$ cat src/rtl/regbank_wb_arbiter.sv
// Round-robin writeback arbiter for the regbank write port, with a registered
// write stage and a pending-write scoreboard over the scalar and predicate files.
module regbank_wb_arbiter #(
  parameter int unsigned NUM_REQ      = 3,
  parameter int unsigned WIDTH        = 32,
  parameter int unsigned REG_SEL      = 5,
  parameter int unsigned PRED_REG_SEL = 3,
  parameter logic        S_REGS       = 1'b0,
  parameter logic        P_REGS       = 1'b1
) (
  input  logic                       clk,
  input  logic                       reset_n,
  input  logic [NUM_REQ-1:0]         req_valid,
  output logic [NUM_REQ-1:0]         req_ready,
  input  logic [NUM_REQ-1:0]         req_sel,
  input  logic [NUM_REQ*REG_SEL-1:0] req_addr,
  input  logic [NUM_REQ*WIDTH-1:0]   req_data,
  output logic                       write_enable,
  output logic                       z_regbank_sel,
  output logic [REG_SEL-1:0]         z_regbank_addr,
  output logic [WIDTH-1:0]           z_data,
  input  logic                       issue_valid,
  input  logic                       issue_sel,
  input  logic [REG_SEL-1:0]         issue_addr,
  output logic                       issue_ready,
  input  logic                       a_regbank_sel,
  input  logic [REG_SEL-1:0]         a_regbank_addr,
  input  logic                       b_regbank_sel,
  input  logic [REG_SEL-1:0]         b_regbank_addr,
  output logic                       a_pending,
  output logic                       b_pending
);

  localparam int unsigned PW            = (NUM_REQ > 1) ? $clog2(NUM_REQ) : 1;
  localparam int unsigned NUM_REGS      = 2 ** REG_SEL;
  localparam int unsigned NUM_PRED_REGS = 2 ** PRED_REG_SEL;
  localparam logic [REG_SEL-1:0] PMASK  = REG_SEL'((64'd1 << PRED_REG_SEL) - 64'd1);

  logic [PW-1:0]            ptr_q, ptr_d;
  logic                     we_q, we_d;
  logic                     zsel_q, zsel_d;
  logic [REG_SEL-1:0]       zaddr_q, zaddr_d;
  logic [WIDTH-1:0]         zdata_q, zdata_d;
  logic [NUM_REGS-1:0]      busy_s_q, busy_s_d;
  logic [NUM_PRED_REGS-1:0] busy_p_q, busy_p_d;

  logic [NUM_REQ-1:0]       grant;
  logic                     found;
  logic [PW-1:0]            gnt_idx;
  logic                     set_en;

  function automatic logic [REG_SEL-1:0] mask_addr(input logic sel,
                                                   input logic [REG_SEL-1:0] addr);
    return (sel == P_REGS) ? (addr & PMASK) : addr;
  endfunction

  function automatic logic busy_at(input logic sel, input logic [REG_SEL-1:0] addr);
    return (sel == P_REGS) ? busy_p_q[addr[PRED_REG_SEL-1:0]] : busy_s_q[addr];
  endfunction

  // Search from ptr upward with wrap; first valid requester wins.
  always_comb begin
    found   = 1'b0;
    gnt_idx = '0;
    grant   = '0;
    for (int unsigned k = 0; k < NUM_REQ; k++) begin
      int unsigned idx;
      idx = 32'(ptr_q) + k;
      if (idx >= NUM_REQ) idx = idx - NUM_REQ;
      if (!found && req_valid[idx]) begin
        found   = 1'b1;
        gnt_idx = PW'(idx);
      end
    end
    if (!reset_n) found = 1'b0;
    if (found) grant[gnt_idx] = 1'b1;
  end

  assign req_ready = grant;

  always_comb begin
    ptr_d   = ptr_q;
    we_d    = found;
    zsel_d  = zsel_q;
    zaddr_d = zaddr_q;
    zdata_d = zdata_q;
    if (found) begin
      ptr_d   = (32'(gnt_idx) == NUM_REQ - 1) ? '0 : gnt_idx + 1'b1;
      zsel_d  = req_sel[gnt_idx];
      zaddr_d = mask_addr(req_sel[gnt_idx], req_addr[32'(gnt_idx)*REG_SEL +: REG_SEL]);
      zdata_d = req_data[32'(gnt_idx)*WIDTH +: WIDTH];
    end
  end

  assign issue_ready = !busy_at(issue_sel, issue_addr);
  assign set_en      = issue_valid && issue_ready;
  assign a_pending   = busy_at(a_regbank_sel, a_regbank_addr);
  assign b_pending   = busy_at(b_regbank_sel, b_regbank_addr);

  // Clear first, then set, so a same-cycle set on the cleared bit wins.
  always_comb begin
    busy_s_d = busy_s_q;
    busy_p_d = busy_p_q;
    if (we_q) begin
      if (zsel_q == P_REGS) busy_p_d[zaddr_q[PRED_REG_SEL-1:0]] = 1'b0;
      else                  busy_s_d[zaddr_q] = 1'b0;
    end
    if (set_en) begin
      if (issue_sel == P_REGS) busy_p_d[issue_addr[PRED_REG_SEL-1:0]] = 1'b1;
      else                     busy_s_d[issue_addr] = 1'b1;
    end
  end

  always_ff @(posedge clk) begin
    if (!reset_n) begin
      ptr_q    <= '0;
      we_q     <= 1'b0;
      zsel_q   <= 1'b0;
      zaddr_q  <= '0;
      zdata_q  <= '0;
      busy_s_q <= '0;
      busy_p_q <= '0;
    end else begin
      ptr_q    <= ptr_d;
      we_q     <= we_d;
      zsel_q   <= zsel_d;
      zaddr_q  <= zaddr_d;
      zdata_q  <= zdata_d;
      busy_s_q <= busy_s_d;
      busy_p_q <= busy_p_d;
    end
  end

  assign write_enable   = we_q;
  assign z_regbank_sel  = zsel_q;
  assign z_regbank_addr = zaddr_q;
  assign z_data         = zdata_q;

endmodule

$ cat config.mk
export PLATFORM = sky130hd
export DESIGN_NAME = regbank_wb_arbiter
export DESIGN_NICKNAME = d
export VERILOG_FILES = /design/src/rtl/regbank_wb_arbiter.sv
export SDC_FILE = /design/constraint.sdc
export NUM_CORES = 1
export LEC_CHECK = 0
export ABC_AREA = 1
export BUFFER_PORTS_ARGS = -buffer_cell sky130_fd_sc_hd__buf_2
export CAP_MARGIN = 5
export CORE_MARGIN = 2
export CORE_UTILIZATION = 50
export DETAILED_ROUTE_END_ITERATION = 6
export HOLD_SLACK_MARGIN = 0.05
export PLACE_DENSITY = 0.89
export RECOVER_POWER = 100
export SLEW_MARGIN = 40
export SYNTH_ARGS = -nofsm -noshare
export SYNTH_HDL_FRONTEND = slang
export SYNTH_SLANG_ARGS = --single-unit
$ cat constraint.sdc
create_clock -name clk -period 3.2 [get_ports clk]
set_clock_uncertainty 0.1 [all_clocks]
set_input_delay 0.16 -clock clk [delete_from_list [all_inputs] [get_ports clk]]
set_output_delay 0.16 -clock clk [all_outputs]
set_load 0.05 [all_outputs]
After elaboration in Yosys (flattened, before gate mapping)

Cells that the tools add are included.

Equal/unequal tests: 1
$add $sub $neg: 6
Reductions and logical operators: 11
Shifts and indexed selects: 2
Bitwise gates (word level): 6
Muxes and demuxes: 54
Magnitude comparators: 20
$mul: 1

Operator list:

| kind                                                | count |
|---|---|
| two-way mux 32 bit                                  | 7 |
| < comparator 32 x 3 -> 1 bit, second input constant | 3 |
| indexed part select 96 x 8 -> 32 bit                | 1 |
| AND 32 bit                                          | 1 |
| two-way mux 8 bit                                   | 4 |
| inverter 32 bit                                     | 1 |
| bitwise OR 32 bit                                   | 1 |
| < comparator 5 x 6 -> 1 bit, second input constant  | 4 |
| two-way mux 1 bit                                   | 22 |
| < comparator 3 x 4 -> 1 bit, second input constant  | 4 |
| binary-select mux 1 bit (select 5 bit)              | 3 |
| indexed part select 15 x 6 -> 5 bit                 | 1 |
| demux 1 bit (select 5 bit)                          | 2 |
| >= comparator 5 x 1 -> 1 bit, second input constant | 2 |
| binary-select mux 1 bit (select 3 bit)              | 3 |
| AND 8 bit                                           | 1 |
| binary-select mux 1 bit (select 2 bit)              | 4 |
| logical AND 1 bit                                   | 8 |
| two-way mux 2 bit                                   | 4 |
| inverter 8 bit                                      | 1 |
| bitwise OR 8 bit                                    | 1 |
| subtractor 3 x 2 -> 4 bit, second input constant    | 2 |
| demux 1 bit (select 3 bit)                          | 2 |
| >= comparator 3 x 1 -> 1 bit, second input constant | 2 |
| other kinds (14)                                    | 17 |

Bits in registers: 81
Bits of input ports: 138

Logic depth before layout (Yosys ltp)

Depth in word-level cells: 16
Depth in mapped cells: 16

Worst setup path after synthesis

No wires, ideal clock.

Path type: flip-flop to output port
From: reg ptr_q[0]
To: out req_ready[0]
Required time: 2.940 ns
Path slack: 0.586 ns
Cell stages (with the launch flop): 12
Arrival: 2.354 ns
Path buffers: 2
Cells stage by stage: dfxtp_1 > inv_1 > ha_1 > inv_2 > nand3_1 > nand2_1 > inv_1 > nand3_2 > nand2_1 > buf_4 > buf_4 > nor2_1

Cells in the longest elaborated chain, start to end: 16

Ends and longest elaborated chain:

| element                                                            | line | source |
|---|---|---|
| start, declared                                                    | 39   | `logic [PW-1:0] ptr_q, ptr_d;` |
| start signal, assigned                                             | 124  | `ptr_q <= ptr_d;` |
| branches (longest 15 deep; another with subtractor 3 x 2 -> 4 bit) | --   |  |
| two-way mux 3 bit *                                                | 76   | `if (found) grant[gnt_idx] = 1'b1;` |
| end, declared                                                      | 14   | `output logic [NUM_REQ-1:0] req_ready,` |

Every way passes the cells marked *. The select of a mux whose other input is x is not followed.

Worst setup path after layout

From: reg ptr_q[0]
To: reg zdata_q[14], in the netlist z_data[14]

Cells in the longest elaborated chain, start to end: 12

Ends and longest elaborated chain:

| element                                                            | line | source |
|---|---|---|
| branches (longest 12 deep; another with subtractor 3 x 2 -> 4 bit) | --   |  |
| end signal, assigned                                               | 128  | `zdata_q <= zdata_d;` |
| end, declared                                                      | 43   | `logic [WIDTH-1:0] zdata_q, zdata_d;` |

Several ways; the timed one is not identified. The select of a mux whose other input is x is not followed.
A chain may end at the register's enable or synchronous reset.

==> flow_summary.toml <==
[outcome]
status = "complete, but fails checks"
violations = "setup timing"

[synth]
syn_area_mm2 = 0.00553
synthTopCellsByCount = "nand2_1, o21ai_0, nor2_1, dfxtp_1, a21oi_1"
synthCells = 859
yosysMostFrequentCell = "nand2_1"
synth.ff_latch_count = 81
yosysTopAreaCell = "dfxtp_1"
synth-warning-count = 0
ys_types = 39
synth_top_cells_by_area = "dfxtp_1, nand2_1, o21ai_0"
ys.flop_type = "dfxtp_1"
yosys.area.top_type_share = 0.293
syn_nets = 1001
synth_edf_count = 0
syn_area_per_cell_um2 = 6.44
yosysSeqAreaShare = 0.293
async_flop_share = 0

[routing]
drt-initial-drc-count = 1268
routed_via_density = 6.49
ant_nets = 0
drcViolationCount = 0
dr.pass1.iters = 6
wl_um = 26300
wl_per_cell_um = 21.0
vias = 8129

[critical_path]
crit_type = "flop to flop"
critPathLaunchType = "flop"
crit_arrival_ns = 3.53
cp-end-kind = "flop"
timing.rr.start = "ptr_q[0]"
crit_start = "ptr_q[0]"
reg2reg_setup_slack_ns = -0.19
r2r-end = "z_data[14]"
ff2ff_path_depth = 11
worstPathRequired_ns = 3.34
worstPathMaxFanout = 8

[placement]
dp_hpwl_um = 13600
io_buffer_count = 182
placed_area_mm2 = 0.00635
gp_congestion = 0.944

[timing]
setup_viol = 2
hold_ws_ns = 0.0831
min_period_over_period = 1.06
final_hold_viol_count = 0
slew_headroom = 0.194
final-max-slew-violation-count = 0
fin_crit_ns = 3.39
tightest_slew_ns = 1.21
setup_ws_ns = -0.191
fmax_ghz = 0.295
setup-tns-final_ns = -0.232

[finish]
fin_nets = 1244
drive_above_1_share = 0.201
stdcell_area_mm2 = 0.00747
fin_util = 0.692
nFillCells = 824
multi_input_area_mm2 = 0.00342
register_area_mm2 = 0.00162
syn_to_final_growth_pct = 35.1

[floorplan]
dieArea_mm2 = 0.0119
initial_utilization = 0.512
io_pins = 183
die_h_um = 109
num_rows = 38
core_mm2 = 0.0108
die_w_um = 109

[job]
drv_cap = 0

[global_route]
grt_usage = 0.390
grt_pass1_wl_um = 36100
grt-ovfl-total = 0
grt_max_degree = 42
grt_pass1_vias = 7205
antenna_found_initial = 2

[clocking]
htreeDepth = 3
cts_root_buf = "clkbuf_8"
cts_buffers = 9
cts_tree = "done"
clock_path_buffers = 2
clkTransAtPathRegs_ns = 0.10
clock-sinks = 81
clk_latency_ns = 0.36

[min_path]
hold_path_class = "input pin to flop"
holdPathEnd = "z_regbank_sel"
min_from = "req_sel[1]"
min_path_cells = 5

[power_and_ir_drop]
power_density_mw_per_mm2 = 792
p_int_mw = 2.56
clock_power_share = 0.128
p_switching_mw = 3.36
comb_power_share = 0.626
leakage_nw = 3.14
p_sw_frac = 0.568
irDropWorstVdd_v = 0.000702
p_seq_frac = 0.246
[sequential cells by signal, indices dropped and copies added, names as in the netlist]
name / cells
z_regbank_sel: 1
busy_p_q: 8
z_regbank_addr: 5
busy_s_q: 32
z_data: 32
ptr_q: 2
write_enable: 1
[power by group through the flow]
stage	Combinational, mW	Clock, mW	Sequential [mW]
after floorplan	1.51	0	2.18
after global placement	2.78	0	1.41
after detailed placement	2.82	0	1.42
after CTS	3.08	0.733	1.40
after global routing	3.81	0.778	1.47
final	3.71	0.755	1.46
[cell usage in the layout, fill, tap and decap left out, types with 2 or more instances in the layout]
master	Yosys	routed
nand2_1	169	169
buf_2	8	141
o21ai_0	123	123
nor2_1	88	88
dlygate4sd3_1	0	82
dfxtp_1	81	81
a21oi_1	79	78
inv_1	51	52
nand4_1	45	45
clkbuf_1	22	41
a31oi_1	27	27
nand3_1	26	26
nand2_2	23	23
o22ai_1	16	16
a22oi_1	13	13
buf_4	8	12
nor3_1	10	10
clkbuf_8	0	10
o211ai_1	7	7
inv_2	8	6
a21boi_1	6	6
diode_2	0	5
o21ai_1	5	5
nor2_2	4	4
clkinv_1	4	4
nand3b_1	3	3
nand3_2	3	3
nand2_4	1	3
o41ai_1	3	3
inv_6	0	3
clkinvlp_4	0	3
a21oi_2	1	2
nor2_8	2	2
ha_1	4	2
nor2_4	0	2
[layout make-up]
class | count | area share
multi-input combinational | 668 | 0.458
timing repair buffer | 278 | 0.242
sequential | 81 | 0.217
inverter | 64 | 0.0327
tap | 140 | 0.0235
clock buffer | 10 | 0.0184
clock inverter | 6 | 0.00653
antenna | 5 | 0.00168
[routing by layer]
layer  part of all wire  global-route usage
met1               0.32               0.458
met2               0.44               0.639
met3               0.14              0.0861
met4               0.10               0.253
met5                  0                   0
[metrics by stage]
stage | power [mW] | std cells | worst slack [ns]
global route | 6.06 | 1247 | -0.466
detailed placement | 4.23 | 1138 | 0.482
CTS | 5.21 | 1236 | 0.0151
global placement | 4.19 | 1138 | 0.642
floorplan | 3.70 | 859 | 0.586
finish | 5.92 | 1252 | -0.191
[worst max-delay path by stage]
stage | end | cells past startpoint | slack, ns
global placement | z_data[25] | 11 | 0.64
finish | z_data[14] | 11 | -0.19
CTS | z_data[6] | 10 | 0.02
detailed placement | z_data[17] | 11 | 0.48
floorplan | req_ready[0] | 11 | 0.59
global route | z_data[14] | 15 | -0.47
[repair_timing]
item                                    in CTS  in global routing
endpoints found under the hold margin       37                  0
hold buffers                                82                  0
endpoints found under the setup margin       0                 29
gates resized for setup                      0                  9
buffers inserted                             0                  7
[worst max-delay path: stages (launching register included)]
cell and delay, ns:
dfxtp_1 0.42, inv_1 0.12, ha_4 0.30, o21ai_1 0.27, nand2_2 0.17, nand4_4 0.24, nand2_8 0.16, buf_4 0.20
nand2_1 0.21, a21boi_1 0.31, a31oi_1 0.14, dlygate4sd3_1 0.61
[kinds of logic after synthesis]
logic type,Yosys count,synth area share
fa+ha+maj,4,0.00905
compound gates,284,0.284
buf+inv,114,0.100
flops,81,0.293
simple gates,376,0.313
Power figures use the tool's default switching activity.
